===== config.mk =====
export PLATFORM = sky130hd
export DESIGN_NAME = cordic_vectoring_flat
export DESIGN_NICKNAME = d
export VERILOG_FILES = /design/src/rtl/cordic_vectoring_if.sv /design/src/rtl/cordic_vectoring.sv /design/src/flat_wrapper.sv
export SDC_FILE = /design/constraint.sdc
export NUM_CORES = 2
export LEC_CHECK = 0
export ABC_AREA = 1
export CORE_MARGIN = 2
export CORE_UTILIZATION = 60
export CTS_BUF_LIST = sky130_fd_sc_hd__clkbuf_4 sky130_fd_sc_hd__clkbuf_8
export DETAILED_ROUTE_END_ITERATION = 12
export PLACE_DENSITY_LB_ADDON = 0.25
export RECOVER_POWER = 25
export SKIP_LAST_GASP = 1
export SLEW_MARGIN = 0
export SYNTH_ARGS = -nofsm -noshare
export SYNTH_HDL_FRONTEND = slang
export SYNTH_SLANG_ARGS = --single-unit

===== constraint.sdc =====
create_clock -name clk -period 8.3 [get_ports clk]
set_input_delay 2.075 -clock clk [delete_from_list [all_inputs] [get_ports clk]]
set_output_delay 2.075 -clock clk [all_outputs]
set_load 0.02 [all_outputs]

===== src/rtl/cordic_vectoring_if.sv =====
// Start/busy/done handshake bundle for the CORDIC vectoring engine.
// Master drives the request, slave returns magnitude and angle.
interface cordic_vectoring_if #(
    parameter int N = 31,
    parameter int M = 31
);
    logic       start;
    logic [N:0] x0;
    logic [N:0] y0;
    logic       busy;
    logic       done;
    logic [N:0] mag;
    logic [M:0] output_angle;

    modport master (
        output start, x0, y0,
        input  busy, done, mag, output_angle
    );
    modport slave (
        input  start, x0, y0,
        output busy, done, mag, output_angle
    );
endinterface


===== src/rtl/cordic_vectoring.sv =====
// Iterative CORDIC vectoring: (x0, y0) in Q12.20 -> magnitude and angle.
// One micro-rotation per clock, start/busy/done handshake.
module cordic_vectoring #(
    parameter int N    = 31,
    parameter int M    = 31,
    parameter int FRAC = 20,
    parameter int ITER = 24
) (
    input  logic              clk,
    input  logic              rst,
    cordic_vectoring_if.slave io
);
    // Extra fraction bits keep shift truncation noise out of the angle.
    localparam int G  = 8;
    localparam int W  = N + 4 + G;
    localparam int ZW = M + 3;
    localparam int AW = M + 4;
    localparam int PW = W + 22;
    localparam int IW = $clog2(ITER);

    localparam logic signed [21:0]   K      = 22'sh09B74F;
    localparam logic signed [AW-1:0] DEG0   = '0;
    localparam logic signed [AW-1:0] DEG180 = AW'(64'd180 << FRAC);
    localparam logic signed [AW-1:0] DEG360 = AW'(64'd360 << FRAC);

    typedef enum logic [2:0] {
        S_IDLE,
        S_PRE,
        S_ITER,
        S_SCALE,
        S_DONE
    } state_t;

    state_t                state_q, state_d;
    logic signed [W-1:0]   x_q, x_d;
    logic signed [W-1:0]   y_q, y_d;
    logic signed [ZW-1:0]  z_q, z_d;
    logic [IW-1:0]         i_q, i_d;
    logic                  neg_q, neg_d;
    logic                  zero_q, zero_d;
    logic [N:0]            mag_q, mag_d;
    logic [M:0]            ang_q, ang_d;
    logic                  busy_q, busy_d;
    logic                  done_q, done_d;

    logic signed [W-1:0]   dx, dy;
    logic signed [PW-1:0]  prod, sh;
    logic signed [AW-1:0]  a;

    function automatic logic signed [ZW-1:0] atan_lut(
        input logic [IW-1:0] idx
    );
        logic [31:0] v;
        case (int'(idx))
            0:  v = 32'd47185920;
            1:  v = 32'd27855475;
            2:  v = 32'd14718068;
            3:  v = 32'd7471121;
            4:  v = 32'd3750058;
            5:  v = 32'd1876857;
            6:  v = 32'd938658;
            7:  v = 32'd469357;
            8:  v = 32'd234682;
            9:  v = 32'd117342;
            10: v = 32'd58671;
            11: v = 32'd29335;
            12: v = 32'd14668;
            13: v = 32'd7334;
            14: v = 32'd3667;
            15: v = 32'd1833;
            16: v = 32'd917;
            17: v = 32'd458;
            18: v = 32'd229;
            19: v = 32'd115;
            20: v = 32'd57;
            21: v = 32'd29;
            22: v = 32'd14;
            23: v = 32'd7;
            default: v = 32'd0;
        endcase
        return ZW'(v);
    endfunction

    always_ff @(posedge clk) begin
        if (rst) begin
            state_q <= S_IDLE;
            x_q     <= '0;
            y_q     <= '0;
            z_q     <= '0;
            i_q     <= '0;
            neg_q   <= 1'b0;
            zero_q  <= 1'b0;
            mag_q   <= '0;
            ang_q   <= '0;
            busy_q  <= 1'b0;
            done_q  <= 1'b0;
        end else begin
            state_q <= state_d;
            x_q     <= x_d;
            y_q     <= y_d;
            z_q     <= z_d;
            i_q     <= i_d;
            neg_q   <= neg_d;
            zero_q  <= zero_d;
            mag_q   <= mag_d;
            ang_q   <= ang_d;
            busy_q  <= busy_d;
            done_q  <= done_d;
        end
    end

    always_comb begin
        state_d = state_q;
        x_d     = x_q;
        y_d     = y_q;
        z_d     = z_q;
        i_d     = i_q;
        neg_d   = neg_q;
        zero_d  = zero_q;
        mag_d   = mag_q;
        ang_d   = ang_q;
        done_d  = 1'b0;
        dx      = y_q >>> i_q;
        dy      = x_q >>> i_q;
        prod    = PW'(x_q) * PW'(K);
        sh      = prod >>> (FRAC + G);
        a       = (neg_q ? DEG180 : DEG0) + AW'(z_q);

        unique case (state_q)
            S_IDLE: begin
                if (io.start) begin
                    x_d     = W'($signed(io.x0)) <<< G;
                    y_d     = W'($signed(io.y0)) <<< G;
                    state_d = S_PRE;
                end
            end
            S_PRE: begin
                zero_d = (x_q == '0) && (y_q == '0);
                neg_d  = x_q[W-1];
                if (x_q[W-1]) begin
                    x_d = -x_q;
                    y_d = -y_q;
                end
                z_d     = '0;
                i_d     = '0;
                state_d = S_ITER;
            end
            S_ITER: begin
                if (!y_q[W-1]) begin
                    x_d = x_q + dx;
                    y_d = y_q - dy;
                    z_d = z_q + atan_lut(i_q);
                end else begin
                    x_d = x_q - dx;
                    y_d = y_q + dy;
                    z_d = z_q - atan_lut(i_q);
                end
                i_d = i_q + IW'(1);
                if (i_q == IW'(ITER - 1)) begin
                    state_d = S_SCALE;
                end
            end
            S_SCALE: begin
                if (sh[PW-1]) begin
                    mag_d = '0;
                end else if (|sh[PW-2:N+1]) begin
                    mag_d = '1;
                end else begin
                    mag_d = sh[N:0];
                end
                if (a < DEG0) begin
                    a = a + DEG360;
                end else if (a >= DEG360) begin
                    a = a - DEG360;
                end
                ang_d = a[M:0];
                if (zero_q) begin
                    mag_d = '0;
                    ang_d = '0;
                end
                state_d = S_DONE;
            end
            S_DONE: begin
                done_d  = 1'b1;
                state_d = S_IDLE;
            end
            default: state_d = S_IDLE;
        endcase

        busy_d = (state_d != S_IDLE);
    end

    assign io.busy         = busy_q;
    assign io.done         = done_q;
    assign io.mag          = mag_q;
    assign io.output_angle = ang_q;
endmodule

===== src/flat_wrapper.sv =====
// flat-port wrapper written by rule: the top's interface ports become plain ports
module cordic_vectoring_flat 
#(
    parameter int N    = 31,
    parameter int M    = 31,
    parameter int FRAC = 20,
    parameter int ITER = 24
)
  (clk, rst, io_start, io_x0, io_y0, io_busy, io_done, io_mag, io_output_angle);
  cordic_vectoring_if #(.N(N), .M(M)) io_i ();
  input  logic clk;
  input  logic rst;
  input wire logic [$bits(io_i.start)-1:0] io_start;
  input wire logic [$bits(io_i.x0)-1:0] io_x0;
  input wire logic [$bits(io_i.y0)-1:0] io_y0;
  output wire logic [$bits(io_i.busy)-1:0] io_busy;
  output wire logic [$bits(io_i.done)-1:0] io_done;
  output wire logic [$bits(io_i.mag)-1:0] io_mag;
  output wire logic [$bits(io_i.output_angle)-1:0] io_output_angle;
  assign io_i.start = io_start;
  assign io_i.x0 = io_x0;
  assign io_i.y0 = io_y0;
  assign io_busy = io_i.busy;
  assign io_done = io_i.done;
  assign io_mag = io_i.mag;
  assign io_output_angle = io_i.output_angle;
  cordic_vectoring #(.N(N), .M(M), .FRAC(FRAC), .ITER(ITER)) u_core (.clk(clk), .rst(rst), .io(io_i));
endmodule

# Word level (Yosys, flattened, before mapping)
# Memory sizes are Yosys's and may differ from the RTL's. A register that Yosys moved wholly into a read port is not among the register bits.
# Index checks and enable logic that the tools add are counted.
# word_totals
register_bits,196
rom_bits,1664
in_bits,67
output_inout_bits,66
word_cells,78
n_memories,2
# memory_table
name,words,width,rd,rd_ports_with_merged_regs,wr,line_no,source
(no name shown),32,26,1,1,0,cordic_vectoring.sv:54,case (int'(idx))
(no name shown),32,26,1,1,0,cordic_vectoring.sv:54,
# classes
n_addsub,12
multipliers,1
order_cmp,2
n_eq_ne,7
n_shift,2
n_mux,30
reduce_logical,10
# op_table
op,count
32-bit two-way mux,10
43-bit two-way mux,6
43-bit case mux with 3 select lines,2
43-bit adder,2
43-bit logical NOT,2
43-bit negator,2
43-bit by 5-bit >>> shifter with 43-bit output,2
43-bit subtractor,2
34-bit case mux with 2 select lines,1
"43-bit by 21-bit multiplier with 64-bit output, second input constant",1
29-bit by 34-bit adder with 35-bit output,1
"35-bit by 30-bit greater-or-equal comparator with 1-bit output, second input constant",1
"35-bit by 1-bit less-than comparator with 1-bit output, second input constant",1
34-bit by 33-bit adder with 34-bit output,1
34-bit two-way mux,1
34-bit by 33-bit subtractor with 34-bit output,1
"32-bit by 30-bit adder with 32-bit output, second input constant",1
"32-bit by 30-bit subtractor with 32-bit output, second input constant",1
28-bit two-way mux,1
5-bit two-way mux,4
3-bit case mux with 4 select lines,1
5-bit case mux with 2 select lines,1
"3-bit by 2-bit == test with 1-bit output, second input constant",2
3-bit two-way mux,2
14 further kinds,15

# Logic depth before layout (Yosys ltp)
# logic_depth
ltp_word,6
depth_mapped,37
ltp_nobuf,35

# Worst setup path before layout
# OpenSTA, ideal clock, no wires.
# synth_timing
path_kind,register to register
from,register u_core.x_q[42]
to,register u_core.mag_q[10] (netlist: u_core.io.mag[10])
setup_time_ns,0.132
arrival_time_ns,6.714
required_ns,8.168
setup_slack_ns,1.454
path_stages_with_launch,26
n_path_buf,3
synth_period_minus_slack_ns,6.846
path_cell_list,dfxtp_1 -> clkbuf_1 -> inv_1 -> clkbuf_1 -> fa_1 -> inv_1 -> fa_1 -> fa_1 -> fa_1 -> inv_1 -> fa_1 -> inv_1 -> ha_1 -> nand2_1 -> nor2_1 -> inv_1 -> nor4_1 -> nand3_1 -> nand3_1 -> a21oi_1 -> xor2_1 -> nor2_1 -> buf_2 -> nand3_1 -> nand2_1 -> a21oi_1
# synth_between
elab_chain_len,5
# synth_lines
item,line_no,source
start: declaration,cordic_vectoring.sv:35,"logic signed [W-1:0] x_q, x_d;"
start signal: assignment,cordic_vectoring.sv:87,x_q <= '0;
start signal: assignment,cordic_vectoring.sv:99,x_q <= x_d;
43-bit by 21-bit multiplier with 64-bit output *,cordic_vectoring.sv:125,prod = PW'(x_q) * PW'(K);
5-bit OR reduction,cordic_vectoring.sv:166,end else if (|sh[PW-2:N+1]) begin
32-bit two-way mux,cordic_vectoring.sv:166,
32-bit two-way mux *,cordic_vectoring.sv:164,if (sh[PW-1]) begin
32-bit two-way mux *,cordic_vectoring.sv:177,if (zero_q) begin
end signal: assignment,cordic_vectoring.sv:105,mag_q <= mag_d;
end: declaration,cordic_vectoring.sv:41,"logic [N:0] mag_q, mag_d;"
# Every way passes the cells marked *; elsewhere a longest branch is shown, timed or not.
# A chain may end at the register's enable or synchronous reset.

# Worst setup path after layout
# layout_timing
from,register u_core.x_q[22]
to,register u_core.mag_q[1] (netlist: u_core.io.mag[1])
# The elaborated chain is that of the path after synthesis.

==> run_results.csv <==
group,metric,value,unit
timing,period_share,92.3,%
die,core_area,0.0762,mm^2
placed_design,dp_worst_setup_slack,0.827,ns
min_path,whs_path_depth,2,
cts,cts_hold_buffers,0,
die,rows,101,
route,dr.pass1.iters,8,
route,vias_per_cell,5.89,
route,wl_per_cell,19.7,um
timing,worst_pin_slew,3.39,ns
timing,period_minus_slack,7.66,ns
layout,seqCellArea,0.00446,mm^2
timing,drv_slew,200,
synth,yosys_register_bits,222,
grt,gr-total-overflow,0,
synth,synthDistinctLibCells,66,
die,die_width,282,um
run_status,status,"finished with violations",
setup_path,arrival,8.13,ns
grt,antenna_found_initial,5,
cts,root_buffer,"clkbuf_8",
synth,syn_nets,7939,
timing,fin_setup_tns,0,ns
layout,multi_input_area,0.0361,mm^2
timing,slew_headroom,-126,%
route,drt_iter0_drc,5330,
synth,synthArstFlopShare,0,%
synth,synth_edf_count,0,
synth,synth_flop_cell,"dfxtp_1",
timing,finClkSkew,0.0366,ns
layout,layout-drive-gt1-share,4.25,%
layout,fillerInstances,7151,
synth,syn-cell-area,0.0463,mm^2
layout,fin_area,0.0495,mm^2
synth,ys_seq_area_share,9.60,%
min_path,hold_path.class,"reg -> reg",
setup_path,critPathLaunchType,"flip-flop",
grt,grt_pass1_vias,44100,
setup_path,path_max_fanout,32,
route,vias,47300,
timing,finalSetupViolCount,0,
placed_design,dp_hpwl,129,mm
grt,grt_usage,39.4,%
timing,rsz0062_at_grt,"no",
layout,layout.nets,7971,
flow_run,maxCapViolCount,3,
timing,whs,0.460,ns
die,die-area,0.0794,mm^2
route,routed_wirelength,158,mm
synth,synthCells,6928,
setup_path,path_class,"reg -> reg",
placed_design,routabilityCongestion,1.05,
cts,post_cts_resized,0,
synth,ys_warn_count,0,
cts,clkTransAtPathRegs,0.06,ns
timing,finalHoldViolations,0,
grt,grt_max_degree,91,
cts,postCtsSetupRepairBufs,0,
placed_design,dpl_cell_area,0.0485,mm^2
die,io-pin-count,133,
setup_path,required,8.77,ns
route,drc,0,
cts,clk-insertion-delay-late,0.69,ns
cts,h-tree-depth,2,
route,ant_nets,0,
timing,fmax,0.130,GHz
synth,syn_area_per_cell,6.68,um^2
setup_path,rrSetupSlack,0.64,ns
cts,cts.sinks,222,
run_status,violations,"capacitance limit, slew limit",
cts,ctsLongestPathBuffers,3,
grt,grt_pass1_wl,246,mm
die,die_h,282,um
die,start_util,60.8,%
setup_path,cp-end-kind,"flip-flop",
cts,cts_tree,"built",
placed_design,port_buffers,132,
setup_path,reg2reg_depth,25,
cts,cts-buffers-inserted,46,
layout,areaGrowthSynthToFinish,6.94,%
timing,fin_ws,0.635,ns
-- placed cells by master, fill, tap and decap left out, types with 7 or more instances in the layout --
master           instances
buf_4                   61
o21ai_0                381
clkdlybuf4s50_1        112
o21a_1                  23
nand3_1                577
a21o_1                  27
nand4_1                 43
o21bai_1                27
nor2_1                 476
o21ai_2                  8
a21boi_0                12
dlygate4sd3_1           19
dfxtp_1                215
nand2_1               1482
nor3_1                  54
ha_1                   486
xnor2_1                 54
mux2i_1                  7
o31ai_1                  7
nor2_2                  19
clkbuf_4                14
and3_1                  11
nand2_2                 23
a21oi_1                518
inv_2                   15
nand3_2                 14
nor4_1                  32
nand3b_1                19
or2_2                   49
fa_1                   458
a211oi_1                 7
o21ai_1                 64
o211ai_1                60
inv_1                 1247
o221ai_1                12
clkbuf_8                56
xor2_1                 139
a31oi_1                 89
-- cells in the mapped netlist, types with 12 or more instances --
master	number	area, um^2
nand2_1	1482	5560
inv_1	1251	4700
nand3_1	577	2890
a21oi_1	518	2590
ha_1	486	6080
nor2_1	478	1790
fa_1	458	9170
o21ai_0	381	1910
dfxtp_1	222	4440
xor2_1	139	1220
clkbuf_1	109	409
a31oi_1	89	557
o21ai_1	64	320
o211ai_1	60	450
buf_2	56	280
nor3_1	55	275
xnor2_1	54	473
or2_2	49	307
nand4_1	43	269
nor4_1	32	200
a21o_1	27	203
buf_1	27	101
o21bai_1	27	203
nand2_2	23	144
o21a_1	23	173
nand3b_1	19	143
nor2_2	18	113
nand3_2	14	140
a21boi_0	12	90.1
inv_2	12	45.0
o221ai_1	12	105
-- through the flow --
stage / util [%] / std cells
5_1_grt: 65.0 / 8025
2_1_floorplan: - / 6928
4_1_cts: 65.0 / 8024
3_3_place_gp: 63.6 / 7942
3_5_place_dp: 63.6 / 7942
6_report: 65.0 / 8025
-- cell families (layout without fill, tap and decap cells) --
| group | Yosys count | after routing | share of synthesized area [%] |
|---|---|---|---|
| compound gates | 1264 | 1264 | 15.2 |
| xor+xnor | 193 | 193 | 3.65 |
| fa+ha+maj | 944 | 944 | 32.9 |
| buf+inv | 1477 | 1543 | 12.4 |
| flops | 222 | 222 | 9.60 |
| mux | 7 | 7 | 0.151 |
| other cells | 0 | 1 | 0 |
| simple gates | 2821 | 2821 | 26.1 |
-- cell type report --
class	count	share of cell area, %
Multi-Input combinational cell	5229	73.0
Inverter	1265	9.60
Sequential cell	222	9.00
Timing Repair Buffer	196	3.64
Tap cell	1030	2.60
Clock buffer	70	1.77
Clock inverter	12	0.392
Antenna cell	1	0.00505
-- critical path, stage by stage, from the launching register on --
cell and delay [ns]:
dfxtp_1 0.81, inv_1 0.23, ha_1 0.42, inv_1 0.08, fa_1 0.50, fa_1 0.52
inv_1 0.05, fa_1 0.46, fa_1 0.55, fa_1 0.56, inv_1 0.06, fa_1 0.53
inv_1 0.05, ha_1 0.35, a21oi_1 0.23, a21boi_0 0.38, o21ai_0 0.19, a21oi_1 0.16
nand3_1 0.27, a21oi_1 0.24, xor2_1 0.09, nor2_2 0.11, buf_4 0.32, nand3_1 0.12
nand2_1 0.09, a21oi_1 0.06
-- metal layers --
layer	track usage, %	vias up	wire [um]
li1	-	22400	-
met1	56.2	22200	67600
met2	59.9	2402	67600
met3	7.48	341	17000
met4	13.1	2	5830
met5	0	-	10
-- path summary, 6_finish.rpt --
path                                                   end                        from
worst max register to register            u_core.io.mag[1]              u_core.x_q[22]
worst max-delay path                      u_core.io.mag[1]              u_core.x_q[22]
worst min register to register  u_core.io.output_angle[20]  u_core.io.output_angle[20]
worst min-delay path            u_core.io.output_angle[20]  u_core.io.output_angle[20]
Power is not shown: default switching activity piles up to over one toggle a cycle in this logic, so the estimate is an artifact.
